$ cat src/rtl/anchor_cmd_sched.sv
// anchor_cmd_sched: queues add/delete anchor commands, buffers add features and drives the Updater strobes.
module anchor_cmd_sched #(
  parameter int DATA_BUS_WIDTH    = 64,
  parameter int FEATURE_LENTH     = 9,
  parameter int LOG_CHILD_NUM     = 3,
  parameter int TREE_LEVEL        = 5,
  parameter int LOG_TREE_LEVEL    = 3,
  parameter int ENCODE_ADDR_WIDTH = LOG_CHILD_NUM*TREE_LEVEL+LOG_TREE_LEVEL,
  parameter int CMD_DEPTH         = 4,
  parameter int TIMEOUT_CYCLES    = 1024
) (
  input  logic                         clk,
  input  logic                         rst,
  input  logic                         cmd_valid,
  output logic                         cmd_ready,
  input  logic                         cmd_op,
  input  logic [ENCODE_ADDR_WIDTH-1:0] cmd_pos,
  input  logic                         feat_valid,
  output logic                         feat_ready,
  input  logic [DATA_BUS_WIDTH-1:0]    feat_data,
  output logic                         add_anchor,
  output logic                         del_anchor,
  output logic [ENCODE_ADDR_WIDTH-1:0] pos_encode,
  output logic [DATA_BUS_WIDTH-1:0]    feature_in,
  input  logic                         add_done,
  input  logic                         del_done,
  output logic                         busy,
  output logic                         err_bad_level,
  output logic                         err_timeout,
  output logic [15:0]                  done_cnt
);
  localparam int AW = $clog2(CMD_DEPTH);
  localparam int KW = $clog2(FEATURE_LENTH);
  localparam int TW = $clog2(TIMEOUT_CYCLES);
  typedef enum logic [2:0] {IDLE, LOAD, ISSUE_ADD, WAIT_ADD, ISSUE_DEL, WAIT_DEL} state_t;
  state_t state, state_n;
  logic [ENCODE_ADDR_WIDTH:0] fifo [CMD_DEPTH];
  logic [DATA_BUS_WIDTH-1:0] fbuf [FEATURE_LENTH];
  logic [AW:0] wr_ptr, rd_ptr;
  logic [KW-1:0] beat;
  logic [TW-1:0] timer;
  logic [DATA_BUS_WIDTH-1:0] feat_last;
  logic [ENCODE_ADDR_WIDTH:0] head;
  logic empty, full, push, pop, bad, feat_acc, last_beat, waiting, match_done;
  assign empty = wr_ptr == rd_ptr;
  assign full = (wr_ptr[AW] != rd_ptr[AW]) && (wr_ptr[AW-1:0] == rd_ptr[AW-1:0]);
  assign head = fifo[rd_ptr[AW-1:0]];
  assign push = cmd_valid && cmd_ready;
  assign pop = state == IDLE && !empty;
  assign bad = head[ENCODE_ADDR_WIDTH-1 -: LOG_TREE_LEVEL] >= LOG_TREE_LEVEL'(TREE_LEVEL);
  assign feat_acc = state == LOAD && feat_valid;
  assign last_beat = beat == KW'(FEATURE_LENTH-1);
  assign waiting = state == WAIT_ADD || state == WAIT_DEL;
  assign match_done = (state == WAIT_ADD && add_done) || (state == WAIT_DEL && del_done);
  always_comb begin
    state_n = state;
    case (state)
      IDLE:      if (pop) state_n = bad ? IDLE : head[ENCODE_ADDR_WIDTH] ? ISSUE_DEL : LOAD;
      LOAD:      if (feat_acc && last_beat) state_n = ISSUE_ADD;
      ISSUE_ADD: if (last_beat) state_n = WAIT_ADD;
      ISSUE_DEL: state_n = WAIT_DEL;
      WAIT_ADD, WAIT_DEL: if (match_done || timer == TW'(TIMEOUT_CYCLES-1)) state_n = IDLE;
      default:   state_n = IDLE;
    endcase
    cmd_ready = !full && !rst;
    feat_ready = state == LOAD;
    add_anchor = state == ISSUE_ADD && beat == '0;
    del_anchor = state == ISSUE_DEL;
    feature_in = state == ISSUE_ADD ? fbuf[beat] : feat_last;
    busy = state != IDLE || !empty;
    err_bad_level = pop && bad;
    err_timeout = waiting && !match_done && timer == TW'(TIMEOUT_CYCLES-1);
  end
  always_ff @(posedge clk) begin
    if (push) fifo[wr_ptr[AW-1:0]] <= {cmd_op, cmd_pos};
    if (feat_acc) fbuf[beat] <= feat_data;
  end
  always_ff @(posedge clk or posedge rst) begin
    if (rst) begin
      state      <= IDLE;
      wr_ptr     <= '0;
      rd_ptr     <= '0;
      beat       <= '0;
      timer      <= '0;
      feat_last  <= '0;
      pos_encode <= '0;
      done_cnt   <= '0;
    end else begin
      state <= state_n;
      if (push) wr_ptr <= wr_ptr + 1'b1;
      if (pop) rd_ptr <= rd_ptr + 1'b1;
      if (pop) pos_encode <= head[ENCODE_ADDR_WIDTH-1:0];
      // beat doubles as the burst index k and restarts on every state change
      beat <= state_n != state ? '0 : (feat_acc || state == ISSUE_ADD) ? beat + 1'b1 : beat;
      timer <= state_n != state ? '0 : waiting ? timer + 1'b1 : timer;
      if (state == ISSUE_ADD) feat_last <= fbuf[beat];
      if (match_done) done_cnt <= done_cnt + 1'b1;
    end
  end
endmodule
$ cat config.mk
export PLATFORM = sky130hd
export DESIGN_NAME = anchor_cmd_sched
export DESIGN_NICKNAME = d
export VERILOG_FILES = /design/src/rtl/anchor_cmd_sched.sv
export SDC_FILE = /design/constraint.sdc
export NUM_CORES = 1
export LEC_CHECK = 0
export ABC_AREA = 0
export CAP_MARGIN = 20
export CORE_ASPECT_RATIO = 1.75
export CORE_MARGIN = 2
export CORE_UTILIZATION = 47
export CTS_CLUSTER_DIAMETER = 50
export DETAILED_ROUTE_END_ITERATION = 8
export PLACE_DENSITY_LB_ADDON = 0.12
export SYNTH_ARGS = -nofsm -noshare
export SYNTH_HDL_FRONTEND = slang
export SYNTH_SLANG_ARGS = --single-unit
$ cat constraint.sdc
create_clock -name clk -period 9.3 [get_ports clk]
set_input_delay 0.93 -clock clk [delete_from_list [all_inputs] [get_ports clk]]
set_output_delay 0.93 -clock clk [all_outputs]
set_load 0.01 [all_outputs]
* Yosys cells after proc, flatten, opt, wreduce, memory -nomap -nowiden
Memories as Yosys holds them, arrays and structs flattened. Index checks and enable logic that the tools add are counted.
Word-level totals: register bits 121, bits in latches 0, bits in writable memories 652, ROM bits 0, bits of input ports 89, output and inout bits 105, word-level logic and storage cells 70, memories 2
Cells by class: add/subtract/negate cells 5, $mul 0, div/mod/pow operators 0, order comparisons 1, equal/unequal tests 11, shift operators 0, multiplexer cells 16, bitwise gates (word level) 0, reductions and logical operators 27
Memory list:
- fbuf | words 9, width 64, read ports 1, clocked after Yosys merged registers in 0, write ports 1, line 38 | logic [DATA_BUS_WIDTH-1:0] fbuf [FEATURE_LENTH];
- fifo | words 4, width 19, read ports 1, clocked after Yosys merged registers in 0, write ports 1, line 37 | logic [ENCODE_ADDR_WIDTH:0] fifo [CMD_DEPTH];
Operators by type and width (count):
- $mux W64 | 1
- $mux W10 | 2
- $mux W3 | 6
- $add A16 B1 Y16 const B | 1
- $pmux W3 S5 | 1
- $logic_and A1 B1 Y1 | 12
- $add A10 B1 Y10 const B | 1
- $eq A10 B10 Y1 const B | 1
- $mux W4 | 2
- $add A3 B1 Y3 const B | 2
- $eq A3 B2 Y1 const B | 2
- $eq A3 B3 Y1 const B | 2
- $logic_or A1 B1 Y1 | 5
- $add A4 B1 Y4 const B | 1
- $eq A4 B4 Y1 const B | 1
- $logic_not A1 Y1 | 4
- $logic_not A4 Y1 | 1
- $mux W1 | 4
- $reduce_bool A2 Y1 | 2
- $eq A3 B1 Y1 const B | 1
- $eq A3 B3 Y1 | 1
- $ge A3 B3 Y1 const B | 1
- $logic_not A3 Y1 | 1
- $ne A3 B3 Y1 | 1
- 4 further kinds | 4

* Logic depth before layout (Yosys ltp)
Gate-level depths: netlist of the first run.
depth after elaboration 8, gate-level depth with buffers 11, gate-level depth less buffers 7

* Worst setup path before layout of the first run
OpenSTA, ideal clock, no wires.
path type reg2reg, from register beat[0], to register timer[0], setup time 0.126 ns, arrival 3.544 ns, slack 5.630 ns, cell stages (with the launch flop) 12, clock period less this slack 3.670 ns, cells stage by stage dfrtp_1 -> clkbuf_1 -> buf_2 -> buf_2 -> inv_1 -> ha_1 -> and3b_1 -> and3_1 -> a311oi_1 -> o21ai_0 -> buf_2 -> nor3_1
On the way: longest elaborated chain between the ends 6, elaborated cells between the ends (all ways) 8
Ends and longest elaborated chain:
- start: declaration | line 40 | logic [KW-1:0] beat;
- start signal: assignment | line 94 | beat <= state_n != state ? '0 : (feat_acc || state == ISSUE_ADD) ? beat + 1'b1 : beat;
- $eq A4 B4 Y1 * | line 52 | assign last_beat = beat == KW'(FEATURE_LENTH-1);
- $logic_and A1 B1 Y1 | line 59 | LOAD: if (feat_acc && last_beat) state_n = ISSUE_ADD;
- $mux W3 | line 59
- $pmux W3 S5 * | line 57 | case (state)
- $ne A3 B3 Y1 * | line 95 | timer <= state_n != state ? '0 : waiting ? timer + 1'b1 : timer;
- $mux W10 / $reduce_bool A2 Y1 (equally long branches)
- end signal: assignment | line 95
- end: declaration | line 41 | logic [TW-1:0] timer;
Mark *: on every way between the ends. The rest lies on a longest branch, timed or not. A chain may end at the register's enable or synchronous reset.

* Final worst setup path of the first run
from register beat[1], to output port feature_in[50]
On the way: longest elaborated chain between the ends 2
Ends and longest elaborated chain:
- $mem_v2 Z9 W64
- $mux W64
- end: declaration | line 24 | output logic [DATA_BUS_WIDTH-1:0] feature_in,
No other way between the ends.

==> impl_metrics.ini, run 1 <==
[layout]
multi_input_area_sq_mm = 0.006523
fin_nets = 1829
nFillCells = 4882
n_antenna_cell = 0
seq_area_sq_mm = 0.02262
area_growth_syn_to_layout_pct = 17.28
drive_above_1_share = 0.1747

[setup_path]
cp.required_ps = 8370
cpMaxStageDelayCell = dfrtp_4
criticalPathCategory = flop to output port
crit_path_cell_trace = buf_4 -> mux4_2 -> mux2i_1 -> nor2_1 -> a21oi_1 -> o21ai_0 -> clkdlybuf4s50_1
end_kind = output port
path_max_fanout = 68
arrival_ps = 4380
reg2reg_slack_ps = 5380
cp-start-kind = flop
max_stage_delay_ps = 1060

[route]
drtPass1Iterations = 5
vias_per_cell = 5.530
m1WireLength_um = 24870
drcViolationCount = 0
dr.max_layer_used = met5
drt_iter0_markers = 770
met2_length_um = 32800
ant_nets = 0
via_count = 14290
wl_per_cell_um = 24.10
wl_um = 62300
wl_met3_um = 3380

[hold_path]
min_path_type = flop to flop

[synthesis]
synth_edf_count = 652
synthesis.area_sq_mm = 0.02946
syn_inst = 1514
ys_seq_elements = 773
synth.most_common_cell = edfxtp_1
synth.area.top_cells = edfxtp_1 (66%), mux4_2 (11%), dfrtp_1 (10%)
avgSynthCellArea_sq_um = 19.46
async_flop_share = 0.1565
synth_top_cells_by_count = edfxtp_1 (652), mux4_2 (146), dfrtp_1 (121)
synthDominantCellAreaShare = 0.6646
synth_seq_area_share = 0.7673
synth.distinct_cells = 45
syn-num-nets = 1614
ys.flop_type = edfxtp_1
yosysTopAreaCell = edfxtp_1
ys.warnings.count = 0

[global_route]
first_global_vias = 15380
track_usage = 0.1965
grt_pass1_wl_um = 94990
gr-total-overflow = 0
grt_max_degree = 71
grt_antenna_before_repair = 6

[run]
max_cap_viol_count = 0

[status]
status = completed

[sta]
fin_crit_ps = 5307
hold_viol = 0
finalCritPeriodShare = 0.5707
max_freq_mhz = 188.4
setup_tns_ps = 0
rsz0062_at_grt = no
finalClockSkew_ps = 18.39
setup_viol = 0
slew_viol_final = 0
worst_pin_slew_ps = 1064
slew_headroom = 0.2904

[placed_design]
dp_hpwl_um = 35140
numPortBuffers = 193
place_congestion = 0.7260

[floorplan]
rows = 121
die_area_sq_mm = 0.06478
die_h_um = 335.2
initial_core_util = 0.4746
io_pins = 194
fp.dieW_um = 193.3
fp.coreArea_sq_mm = 0.06207

[clock_tree]
cts_resized = 0
cts_setup_buffers = 0
clk_latency_ps = 610
cts_made_buffers = 71
cts_tree = built
clkSlewWorstSetupHoldPaths_ps = 70
h-tree-depth = 3
postCtsHoldBufs = 0
cts_max_path_buffers = 3
clkSinkCount = 773
root_buffer = clkbuf_16

[power_and_ir_drop]
finalPower_uw = 8660
leakagePower_uw = 0.01132
power_density_mw_per_mm2 = 250.6
vdd_drop_max_v = 0.0002254
[layout by cell type (no fill, tap or decap), types with 2 or more instances in the layout]
master and count:
clkdlybuf4s50_1 193, nand4_1 2, and2_4 8, clkinv_2 4, clkbuf_1 26, nor2_1 72, bufinv_16 2, dfrtp_1 117
nor3_2 2, nand2_1 85, clkbuf_16 73, dfrtp_4 4, xor2_1 16, ha_1 11, xnor2_1 20, nand3_1 10
inv_1 9, nor3_1 22, and3_1 9, buf_4 25, a21oi_1 68, nor3b_1 2, nand4b_1 2, edfxtp_1 652
mux2i_1 65, clkinv_1 10, o21ai_0 69, clkbuf_8 7, mux4_2 146, mux2_2 20, inv_6 5, nor4_2 3
[final cells by class]
type | instances | area share
sequential | 773 | 0.6547
clock inverter | 24 | 0.005686
tap | 799 | 0.02893
clock buffer | 106 | 0.05848
timing repair buffer | 219 | 0.06214
inverter | 10 | 0.001231
multi-input combinational | 654 | 0.1888
[kinds of logic after synthesis]
logic type	after synthesis	synth area share
xor gates and xnor gates	36	0.01070
adders and majority gates	11	0.004672
buffers and inverters	87	0.01253
muxes	232	0.1422
AOI/OAI and AO/OA	146	0.02688
and+or+nand+nor	229	0.03563
DFF	773	0.7673
[state kept, by name, indices dropped and copies added (netlist names)]
register	cells
beat	4
done_cnt	16
fbuf	576
feat_last	64
fifo	76
pos_encode	18
rd_ptr	3
state	3
timer	10
wr_ptr	3
[report_power, final]
part | switching (uW) | leakage (uW) | total [uW] | internal [uW]
logic | 813 | 0.00276 | 1660 | 849
registers | 164 | 0.00748 | 4200 | 4040
clock network | 1230 | 0.00108 | 2800 | 1570
[per-stage QoR]
step	instance area [sq um]	instances	util	worst slack, ps	hold slack [ps]
finish	34550	2585	0.5566	3993	480.8
global route	34550	2585	0.5566	3660	498.9
CTS	34520	2584	0.5562	3611	481.6
detailed placement	32310	2454	0.5205	4285	471.8
global placement	32310	2454	0.5205	4309	464.1
floorplan	29460	1514	-	5156	498.2
[metal layers]
| layer | global-route usage | vias up |
|---|---|---|
| met1 | 0.2373 | 7460 |
| met3 | 0.04691 | 83 |
| met2 | 0.3526 | 323 |
| met4 | 0.05344 | 10 |
| li1 | - | 6418 |
| met5 | 0 | - |
[final timing paths]
path,endpoint,startpoint,depth (start not counted)
min,done_cnt[15],done_cnt[15],1
max,feature_in[50],beat[1],7
min in group asynchronous,feat_last[37],rst,2
min reg2reg,done_cnt[15],done_cnt[15],1
max reg2reg,fbuf[6][48],beat[2],4
max in group asynchronous,beat[2],rst,3
[critical path: cells and delay by family (launching register included)]
| family | cells | cell delay (ps) |
|---|---|---|
| buffers and inverters | 2 | 1430 |
| DFF | 1 | 1060 |
| muxes | 2 | 590 |
| AOI/OAI and AO/OA | 2 | 510 |
| and+or+nand+nor | 1 | 60 |
(Power assumes the default switching activity.)
==> inputs of run 2 (changes only) <==
- clock period: 9.3 -> 4.7 ns (I/O delays scaled with it)
==> run 2 against run 1 <==
  * First-iteration DRC count decreased by 3.2%
  * Register-to-register slack worse by 4100 ps
  * Flip-flop and latch count stayed put
  * Total power increased by 100%
  * Setup slack got worse by 3600 ps
  * Sequential power rose by 98%
  * Hold slack worse by 19 ps
  * Via count is 0.19% lower
  * Count of clock-buffer cells in the layout unchanged
  * Combinational power is 99% higher
==> impl_metrics.ini, run 2 (synthesis gave the netlist of run 1 again) <==
[status]
status = completed

[floorplan]
io_pins = 194
fp.coreArea_sq_mm = 0.06207
rows = 121
fp.dieW_um = 193.3
die_area_sq_mm = 0.06478
initial_core_util = 0.4746
die_h_um = 335.2

[sta]
fin_crit_ps = 4298
slew_headroom = 0.3159
slew_viol_final = 0
setup_viol = 0
finalCritPeriodShare = 0.9145
hold_slack_ps = 462.1
setup_tns_ps = 0
finalClockSkew_ps = 14.03
max_freq_mhz = 232.7
hold_viol = 0
worst_pin_slew_ps = 1026
rsz0062_at_grt = no

[setup_path]
path_max_fanout = 61
criticalPathCategory = flop to output port
cpMaxStageDelayCell = dfrtp_4
max_stage_delay_ps = 1050
cp.required_ps = 4230
crit_family = buffers and inverters
crit_path_cell_trace = buf_4 -> mux4_2 -> mux2i_1 -> nor2_1 -> a21oi_1 -> o21ai_0 -> buf_4 -> clkdlybuf4s50_1
crit_cells = 8
reg2regPathDepth = 6
arrival_ps = 3830
end_kind = output port
cp_common_cell = buf_4
cp-start-kind = flop
crit_buf_inv = 3

[placed_design]
dp.cells = 2466
dp_hpwl_um = 36050
placed_cell_area_sq_mm = 0.03252
numPortBuffers = 193
place_congestion = 0.7241

[global_route]
grt_antenna_before_repair = 4
first_global_vias = 15610
grt_max_degree = 79
track_usage = 0.1970
gr-total-overflow = 0
grt_pass1_wl_um = 95500

[route]
drtPass1Iterations = 4
drt_iter0_markers = 745
vias_per_cell = 5.487
wl_um = 62620
ant_nets = 0
wl_per_cell_um = 24.09
via_count = 14270
drcViolationCount = 0

[clock_tree]
cts_max_path_buffers = 3
cts_tree = built
cts_made_buffers = 71
root_buffer = clkbuf_16
clkSinkCount = 773
clkSlewWorstSetupHoldPaths_ps = 60
cts_setup_buffers = 0
clk_latency_ps = 620
h-tree-depth = 3
postCtsHoldBufs = 0
cts_resized = 0

[layout]
top_register = fbuf
final_common_cell = edfxtp_1
drive_above_1_share = 0.1845
fin_nets = 1840
layout_common_cells = edfxtp_1 (652), clkdlybuf4s50_1 (193), mux4_2 (146)
design_area_sq_mm = 0.03494
area_growth_syn_to_layout_pct = 18.60
final_cells = 2600
largest_reg_flops = 576

[hold_path]
min_path_type = input port to async pin

[power_and_ir_drop]
power_density_mw_per_mm2 = 503.5
leakagePower_uw = 0.01150
vdd_drop_max_v = 0.0003903

[run]
max_cap_viol_count = 0
run 2: cell count changes in the layout (fill, tap and decap cells not counted), sizes merged:
cell	previous run	this run
bufinv	2	8
clkinvlp	1	0
clkinv	16	15
inv	15	13
buf	26	37
diode	0	2
run 2: final timing paths:
check | start | endpoint | slack [ps]
worst min-delay path | rst | wr_ptr[0] | 460
worst max register to register | beat[0] | fbuf[8][10] | 1280
max in group asynchronous | rst | done_cnt[11] | 3350
worst max-delay path | beat[1] | feature_in[51] | 400
min in group clk | done_cnt[15] | done_cnt[15] | 480
worst min register to register | done_cnt[15] | done_cnt[15] | 480
run 2: area by class of cell:
| cell class | instances | area [sq um] |
|---|---|---|
| clock buffers | 106 | 2063 |
| fillers | 4825 | 27130 |
| clock inverters | 26 | 350.3 |
| well taps | 799 | 999.7 |
| multi-input cells | 654 | 6523 |
| repair buffers | 230 | 2335 |
| flip-flops and latches | 773 | 22620 |
| inverters | 10 | 42.54 |
| diodes | 2 | 5.005 |
run 2: stage by stage:
stage | setup WS [ps] | total power (uW) | util
4_1_cts | 300.7 | 17850 | 0.5628
3_5_place_dp | 984.4 | 11860 | 0.5239
6_report | 401.9 | 17590 | 0.5629
5_1_grt | 166.2 | 18360 | 0.5628
3_3_place_gp | 996.2 | 11800 | 0.5239
2_1_floorplan | 1016 | 10580 | -
run 2: metal layers:
layer	vias up	share of wire	GRT usage
li1	6431	-	-
met1	7474	0.39	0.2344
met2	279	0.54	0.3604
met3	75	0.050	0.04048
met4	8	0.017	0.05668
met5	-	0.00088	0
run 2: report_power, final:
group	switching, uW	leakage [uW]	internal (uW)
Clock	2460	0.00118	3500
Sequential	349	0.00748	7980
Combinational	1590	0.00284	1710
Total	4400	0.0115	13200
==> inputs of run 3 (changes only) <==
- SETUP_SLACK_MARGIN: not set -> 0.3
==> run 3 against run 2 <==
  * Clock power about the same
  * Fmax up 7.7%
  * First-iteration DRC count up 2.6%
  * Setup slack better by 310 ps
  * Routed wire length up 0.81%
  * Sequential power down 0.5%
  * Cell area up 0.11%
  * Flip-flop and latch count unchanged
  * Critical path type unchanged
  * Largest power group unchanged
  * Highest routed layer unchanged
==> impl_metrics.ini, run 3 (synthesis gave the netlist of run 1 again) <==
[global_route]
grt_pass1_wl_um = 95500
track_usage = 0.1970
first_global_vias = 15610
gr-total-overflow = 0
grt_antenna_before_repair = 4
grt_max_degree = 79

[placed_design]
dp_hpwl_um = 36050
place_congestion = 0.7241
numPortBuffers = 193
post-place-ws_ps = 984.4

[route]
drcViolationCount = 0
wl_per_cell_um = 24.26
vias_per_cell = 5.500
via_count = 14310
drt_iter0_markers = 764
drtPass1Iterations = 5
wl_um = 63130
ant_nets = 0

[clock_tree]
clkSlewWorstSetupHoldPaths_ps = 60
cts_made_buffers = 71
cts_tree = built
clk_latency_ps = 610
postCtsHoldBufs = 0
clkSinkCount = 773
h-tree-depth = 3
root_buffer = clkbuf_16
cts_max_path_buffers = 3

[floorplan]
rows = 121
die_h_um = 335.2
initial_core_util = 0.4746
fp.coreArea_sq_mm = 0.06207
io_pins = 194
die_area_sq_mm = 0.06478
fp.dieW_um = 193.3

[layout]
nFillCells = 4820
layout_common_cells = edfxtp_1 (652), clkdlybuf4s50_1 (193), mux4_2 (146)
largest_reg_flops = 576
top_register = fbuf
final_common_cell = edfxtp_1
fin_nets = 1842
drive_above_1_share = 0.1855
area_growth_syn_to_layout_pct = 18.73

[setup_path]
r2r-end = fbuf[8][10]
cp-start-kind = flop
r2r_start = beat[1]
reg2regPathDepth = 6
end_kind = output port
cp.required_ps = 4230
path_max_fanout = 32
criticalPathCategory = flop to output port
arrival_ps = 3520
reg2reg_slack_ps = 1400

[status]
status = completed

[sta]
worst_pin_slew_ps = 1014
rsz0062_at_grt = no
finalClockSkew_ps = 14.91
fin_crit_ps = 3991
hold_viol = 0
max_freq_mhz = 250.5
timing.final.ws_setup_ps = 708.6
setup_viol = 0
setup_tns_ps = 0
slew_headroom = 0.3242
finalCritPeriodShare = 0.8492
slew_viol_final = 0

[hold_path]
min_path_type = input port to async pin

[power_and_ir_drop]
leakagePower_uw = 0.01152
vdd_drop_max_v = 0.0003907
power_density_mw_per_mm2 = 503.7

[run]
max_cap_viol_count = 0
run 3: cell count changes in the layout (fill, tap and decap cells not counted), sizes merged:
cell and change:
buf +2
run 3: area by class of cell:
class | instances | area [sq um] | share of cell area
clock inverter | 26 | 350.3 | 0.01002
timing repair buffer | 232 | 2375 | 0.06789
multi-input combinational | 654 | 6523 | 0.1865
clock buffer | 106 | 2063 | 0.05898
antenna | 2 | 5.005 | 0.0001431
tap | 799 | 999.7 | 0.02858
inverter | 10 | 42.54 | 0.001216
sequential | 773 | 22620 | 0.6467
run 3: worst max-delay path by stage:
stage                 start  cells after the start        endpoint  slack (ps)
floorplan               rst                      1         beat[0]        1020
global placement    beat[1]                      8  feature_in[51]        1000
detailed placement  beat[0]                      7  feature_in[25]         980
CTS                 beat[1]                      8  feature_in[51]         300
global route        beat[1]                      8  feature_in[51]         500
finish              beat[1]                      8  feature_in[51]         710
run 3: report_power, final:
group,internal [uW],switching [uW],leakage (uW),total (uW)
combinational,1720,1650,0.00286,3370
clock,3500,2450,0.00118,5950
sequential,7990,305,0.00748,8290
total,13200,4410,0.0115,17600
run 3: timing repair:
item / in CTS / in global routing
gates resized for setup: 0 / 0
endpoints found under the setup margin: 0 / 3
setup buffers: 0 / 2
run 3: routing by layer:
layer / GRT usage / share of wire / vias to the layer above
li1: - / - / 6432
met1: 0.2344 / 0.39 / 7504
met2: 0.3604 / 0.54 / 288
met3: 0.04048 / 0.049 / 78
met4: 0.05668 / 0.017 / 8
met5: 0 / 0.00086 / -
run 3: through the flow:
step                cells  cell area (sq um)  total power (uW)  utilization  hold slack (ps)
floorplan            1514              29460             10580            -            498.2
global placement     2466              32520             11800       0.5239            466.1
detailed placement   2466              32520             11860       0.5239            474.6
CTS                  2598              34930             17850       0.5628            445.6
global route         2600              34970             18390       0.5635            480.4
finish               2602              34980             17620       0.5635            456.9
run 3: worst max-delay path, stage by stage (launching register included):
cell             delay (ps)
dfrtp_4                 800
buf_4                   510
mux4_2                  370
mux2i_1                 140
nor2_1                   60
a21oi_1                 210
o21ai_0                 120
buf_4                   200
clkdlybuf4s50_1         480
